==> src/rtl/sram_arb_2p.sv <==
`default_nettype none
// ============================================================================
// Module      : sram_arb_2p
// Description : Two-requester round-robin arbiter in front of a single-port
//               SRAM, with optional zero-fill of the whole array after reset.
// Revision    : 1.0  initial release
// ============================================================================
module sram_arb_2p #(
    parameter int AW             = 16,
    parameter int DW             = 23,
    parameter int DEPTH          = 65536,
    parameter bit CLEAR_ON_RESET = 1'b1
) (
    input  logic          clk,
    input  logic          rst_n,
    input  logic          r0_valid,
    output logic          r0_ready,
    input  logic          r0_wr,
    input  logic [AW-1:0] r0_addr,
    input  logic [DW-1:0] r0_wdata,
    output logic          r0_rvalid,
    output logic [DW-1:0] r0_rdata,
    input  logic          r1_valid,
    output logic          r1_ready,
    input  logic          r1_wr,
    input  logic [AW-1:0] r1_addr,
    input  logic [DW-1:0] r1_wdata,
    output logic          r1_rvalid,
    output logic [DW-1:0] r1_rdata,
    output logic          cs_en,
    output logic          wr_en,
    output logic [AW-1:0] addr,
    output logic [DW-1:0] wr_data,
    input  logic [DW-1:0] rd_data,
    output logic          init_done
);

    localparam logic [0:0]    C_ST_INIT     = 1'b0;
    localparam logic [0:0]    C_ST_ACTIVE   = 1'b1;
    localparam logic [0:0]    C_RESET_STATE = CLEAR_ON_RESET ? C_ST_INIT : C_ST_ACTIVE;
    localparam logic [AW-1:0] C_LAST_ADDR   = AW'(DEPTH - 1);

    logic [0:0]    r_state;
    logic [0:0]    w_state_next;
    logic [AW-1:0] r_init_cnt;
    logic          r_prio;          // 1: r1 wins the next tie
    logic          w_init_drive;
    logic          w_active;
    logic          w_gnt0;
    logic          w_gnt1;
    logic          w_hs;
    logic          w_sel;
    logic          w_wr;
    logic [AW-1:0] w_addr;
    logic [DW-1:0] w_wdata;
    logic          r_cs_en;
    logic          r_wr_en;
    logic [AW-1:0] r_addr;
    logic [DW-1:0] r_wr_data;
    logic          r_rd_pend;
    logic          r_rd_id;
    logic          r_rvalid0;
    logic          r_rvalid1;

    always_ff @(posedge clk) begin
        if (!rst_n) begin
            r_state <= C_RESET_STATE;
        end else begin
            r_state <= w_state_next;
        end
    end

    always_comb begin
        w_state_next = r_state;
        w_init_drive = 1'b0;
        w_active     = 1'b0;
        case (r_state)
            C_ST_INIT: begin
                w_init_drive = rst_n;
                if (rst_n && (r_init_cnt == C_LAST_ADDR)) begin
                    w_state_next = C_ST_ACTIVE;
                end
            end
            default: begin
                w_active = rst_n;
            end
        endcase
    end

    assign w_gnt0  = w_active & r0_valid & (~r1_valid | ~r_prio);
    assign w_gnt1  = w_active & r1_valid & (~r0_valid |  r_prio);
    assign w_hs    = w_gnt0 | w_gnt1;
    assign w_sel   = w_gnt1;
    assign w_wr    = w_sel ? r1_wr    : r0_wr;
    assign w_addr  = w_sel ? r1_addr  : r0_addr;
    assign w_wdata = w_sel ? r1_wdata : r0_wdata;

    always_ff @(posedge clk) begin
        if (!rst_n) begin
            r_init_cnt <= '0;
            r_prio     <= 1'b0;
            r_cs_en    <= 1'b0;
            r_wr_en    <= 1'b0;
            r_addr     <= '0;
            r_wr_data  <= '0;
            r_rd_pend  <= 1'b0;
            r_rd_id    <= 1'b0;
            r_rvalid0  <= 1'b0;
            r_rvalid1  <= 1'b0;
        end else begin
            r_cs_en <= w_hs;
            if (w_hs) begin
                r_wr_en   <= w_wr;
                r_addr    <= w_addr;
                r_wr_data <= w_wdata;
                r_prio    <= ~w_sel;
            end
            // Read data returns one cycle after the SRAM access cycle.
            r_rd_pend <= w_hs & ~w_wr;
            r_rd_id   <= w_sel;
            r_rvalid0 <= r_rd_pend & ~r_rd_id;
            r_rvalid1 <= r_rd_pend &  r_rd_id;
            if (w_init_drive) begin
                r_init_cnt <= (r_init_cnt == C_LAST_ADDR) ? '0 : r_init_cnt + 1'b1;
            end
        end
    end

    // Zero-fill drives the SRAM straight from the counter so it starts at once.
    assign cs_en     = w_init_drive | r_cs_en;
    assign wr_en     = w_init_drive | r_wr_en;
    assign addr      = w_init_drive ? r_init_cnt : r_addr;
    assign wr_data   = w_init_drive ? '0 : r_wr_data;
    assign init_done = w_active;
    assign r0_ready  = w_gnt0;
    assign r1_ready  = w_gnt1;
    assign r0_rvalid = r_rvalid0;
    assign r1_rvalid = r_rvalid1;
    assign r0_rdata  = rd_data;
    assign r1_rdata  = rd_data;

endmodule
`default_nettype wire

==> config.mk <==
export PLATFORM = sky130hd
export DESIGN_NAME = sram_arb_2p
export DESIGN_NICKNAME = d
export VERILOG_FILES = /design/src/rtl/sram_arb_2p.sv
export SDC_FILE = /design/constraint.sdc
export NUM_CORES = 1
export LEC_CHECK = 0
export ABC_CLOCK_PERIOD_IN_PS = 5080
export BUFFER_PORTS_ARGS = -buffer_cell sky130_fd_sc_hd__clkbuf_2
export CELL_PAD_IN_SITES_DETAIL_PLACEMENT = 1
export CELL_PAD_IN_SITES_GLOBAL_PLACEMENT = 1
export CORE_MARGIN = 2
export CORE_UTILIZATION = 30
export CTS_CLUSTER_DIAMETER = 40
export DETAILED_ROUTE_END_ITERATION = 8
export PLACE_DENSITY_LB_ADDON = 0.1
export SYNTH_ARGS = -nofsm -noshare
export SYNTH_HDL_FRONTEND = slang
export SYNTH_SLANG_ARGS = --single-unit
==> constraint.sdc <==
create_clock -name clk -period 5.08 [get_ports clk]
set_input_delay 0.762 -clock clk [delete_from_list [all_inputs] [get_ports clk]]
set_output_delay 0.762 -clock clk [all_outputs]
set_load 0.01 [all_outputs]
==> Yosys cells after proc, flatten, opt, wreduce, memory -nomap -nowiden <==
Cells that the tools add are included.
{ "word_totals": {"reg_bits": 63, "out_inout_bits": 92} }
{ "op_classes": {"bitwise_logic": 18, "n_reduce_logical": 1, "add_sub_neg": 1, "n_eq_ne": 1, "muxes": 10} }
{ "op_table": {"columns": ["cell", "count"], "rows": [
  ["$mux W16", 3],
  ["$mux W23", 2],
  ["$add A16 B1 Y16 const B", 1],
  ["$eq A16 B16 Y1 const B", 1],
  ["$and A1 B1 Y1", 7],
  ["$not A1 Y1", 6],
  ["$mux W1", 5],
  ["$or A1 B1 Y1", 5],
  ["$logic_and A1 B1 Y1", 1]
]} }

==> Depth between registers and ports, before layout <==
{ "logic_depth": {"word_depth": 6, "depth_mapped": 7, "mapped_depth_nobuf": 5} }

==> Least setup slack after synthesis <==
Ideal clock, no wire load.
{ "synth_timing": {"path_kind": "input -> output", "from": "input port rst_n", "to": "output port r0_ready", "setup_slack_ns": 2.783, "path_buffers": 2, "required_ns": 4.318, "cell_stages": 5, "t_arrival_ns": 1.535, "path_cell_list": "and2_1 nand3_1 buf_2 buf_2 inv_1"} }
{ "synth_between": {"elab_chain_cells": 3} }
{ "synth_lines": {"columns": ["element", "line", "text"], "rows": [
  ["start: declaration", "15", "input logic rst_n,"],
  ["$mux W1", "77", "case (r_state)"],
  ["$and A1 B1 Y1 (2 in series)", "90", "assign w_gnt0 = w_active & r0_valid & (~r1_valid | ~r_prio);"],
  ["end: declaration", "17", "output logic r0_ready,"]
]} }
No other way between the ends.

==> Worst setup path in the final report <==
Ends and elaborated chain as after synthesis.

==> metrics.md <==
| Metric | Value |
|---|---|
| Status | `finished, final reports clean` |
| Fmax | `293 MHz` |
| WP data arrival | `2.65 ns` |
| Critical path's slowest cell | `nand3_2` |
| Top_reg_cell synth | `dfxtp_1` |
| # clock sinks | `63` |
| Yosys top cell by area | `dfxtp_1` |
| Rows | `38` |
| CP max stage delay | `0.54 ns` |
| Clock root cell | `clkbuf_16` |
| Critical R2R Capture | `r_wr_data[9]` |
| Post-synth top area share | `37.1%` |
| Max-slew violations | `0` |
| Hold_buf cts | `0` |
| Die Wd | `110 um` |
| WP data required | `4.32 ns` |
| Drt initial violations | `71` |
| Avg WL per Cell | `15.6 um` |
| R2R cell count | `5` |
| DP Wirelength | `7.26 mm` |
| Pin count of the biggest net entering global routing | `84` |
| Unrepaired setup endpoints after global routing | `no` |
| Grt ovf | `0` |
| Worst Hold End | `r0_rvalid` |
| Port Buffers | `129` |
| Crit end category | `output pin` |
| Die height | `110 um` |
| Nets | `597` |
| Clock skew | `0.00863 ns` |
| Routed vias/inst | `4.79` |
| First-pass GRT wire length | `15.8 mm` |
| Yosys warns | `0` |
| P&R area growth vs syn | `19.5%` |
| All-Layer GR Usage | `15.9%` |
| CP most frequent cell | `clkbuf_2` |
| Pwr Total | `0.00111 W` |
| Antenna Nets Post-Route | `0` |
| Asr flop ratio synth | `0%` |
| First drt pass iteration count | `4` |
| Post-CTS sizing | `0` |
| Syn Nets | `525` |
| Core Area | `10900 um^2` |
| EDFF count, synth | `0` |
| Die ar. | `12200 um^2` |
| Num CTS Buffers | `9` |
| # H-tree levels | `3` |
| Cell depth of the worst min-delay path | `1` |
| Slew Limit Headroom | `47.0%` |
| HP Start | `r_rd_id` |
| Clock Latency Late Sink | `0.33 ns` |
| Yosys cell types | `37` |
| Post-layout min period | `3.41 ns` |
| Clock buffer depth | `2` |
| Worst slew pin tran | `0.796 ns` |
| DRC viols | `0` |
| CP Max Fanout | `36` |
| Worst VDD drop | `0.000120 V` |
| CTS tree | `done` |
| Routed Wire Length | `9.88 mm` |
| Setup TNS | `0 ns` |
| R2r startpoint | `r_state` |
| Fin crit share | `67.2%` |
| Max-Cap Viols | `0` |
| Mapped cell area | `3400 um^2` |
| Layout cells sized above 1 | `31.7%` |
| Post-synthesis sequential area ratio | `37.1%` |
| I/O Pins | `199` |
| Critical Path Start Type | `primary input` |
| Worst hold path type | `register to register` |
| Leading post-synthesis cells by instance count | `dfxtp_1 (63), nand2_1 (52), buf_4 (46)` |
| RePlAce Congestion | `0.793` |
| Number of inserted diodes | `0` |
| Pleak | `2.07 nW` |
| Fillcell total | `1357` |
| Worst reg2reg setup slack | `2.81 ns` |
| Synth Area per Inst | `8.15 um^2` |
| Post-CTS setup buffer count | `0` |
| Most common cell in the synthesized netlist | `dfxtp_1` |
| Final hold violations | `0` |
| CP Cell Sequence | `clkbuf_2 -> buf_4 -> and2_1 -> nand3_2 -> inv_1 -> clkbuf_2` |
| Top cells by area, synth | `dfxtp_1 (37%), mux2i_1 (12%), buf_4 (10%)` |
| Kind of critical path | `primary input to output pin` |
| CTS clock-pin slew for the worst setup and hold paths | `0.05 ns` |
| Post-Synthesis Cells | `417` |
| Number of setup violations in the final report | `0` |
| DR vias | `3027` |
| Synth Register Bits | `63` |
| Initial antenna violation count | `0` |
| Power density cells | `272 nW/um^2` |
| Initial Util | `31.1%` |
| Number of global-route vias before repair | `3144` |
==> report_power, final <==
part	internal [W]	switching, W
Sequential	0.000496	0.00000388
Clock	0.000322	0.000215
Combinational	0.0000326	0.0000359
==> routing by layer <==
metal	GRT usage [%]	vias up	wire, um
li1	-	1512	-
met1	19.4	1423	4330
met2	26.0	76	4730
met3	5.27	16	641
met4	5.92	0	166
met5	0	-	0
==> flip-flops by register name (all words and copies together), names as in the netlist <==
name,flops
r1_rvalid,1
r_prio,1
r_addr,16
r_cs_en,1
r0_rvalid,1
r_wr_data,23
r_init_cnt,16
r_rd_id,1
r_rd_pend,1
r_wr_en,1
r_state,1
==> kinds of logic after synthesis <==
kind of cell	after synthesis	share of synthesized area (%)
buf+inv	80	14.3
xor+xnor	11	2.83
flops	63	37.1
mux	40	11.8
simple gates	126	18.9
fa+ha+maj	1	0.368
compound gates	96	14.7
==> layout make-up <==
cell class              count  area (um^2)  area share, %
clock buffers              10          229           5.64
clock inverters             4         25.0          0.616
inverters                   7         26.3          0.647
multi-input cells         274         1660           40.9
flip-flops and latches     63         1260           31.1
well taps                 140          175           4.31
repair buffers            134          683           16.8
==> critical path: cells and delay by family <==
family	cells	cell delay, ns
buffers and inverters	4	1.08
and+or+nand+nor	2	0.80
==> per-stage QoR <==
| stage | utilization [%] | hold slack [ns] | setup WS, ns | std cells | area (um^2) |
|---|---|---|---|---|---|
| after floorplan | - | 0.383 | 2.78 | 417 | 3400 |
| after global placement | 34.8 | 0.399 | 1.63 | 618 | 3810 |
| after detailed placement | 34.8 | 0.405 | 1.58 | 618 | 3810 |
| after CTS | 37.1 | 0.412 | 1.59 | 632 | 4060 |
| after global routing | 37.1 | 0.428 | 1.44 | 632 | 4060 |
| final | 37.1 | 0.409 | 1.67 | 632 | 4060 |
==> worst max path at each step <==
stage / startpoint / end / cells past startpoint
after floorplan: rst_n / r0_ready / 5
after global placement: rst_n / r0_ready / 6
after detailed placement: rst_n / r0_ready / 6
after CTS: rst_n / r0_ready / 6
after global routing: rst_n / r0_ready / 6
final: rst_n / r0_ready / 6
==> cells in the final DEF, fill, tap and decap left out, drive strengths merged, types with 2 or more instances in the layout <==
cell type  instances
mux2i             40
o21ai             48
or3                3
xnor2              5
xor2               6
buf                5
nand3             10
nor2b              2
clkbuf           139
clkinv             2
dfxtp             63
and2              24
nand4              6
nand2b             4
and3               2
nor4               3
inv                7
nor2              15
nand2             52
clkinvlp           2
a21oi             44
Note: power is estimated with default switching activity, not from simulation.
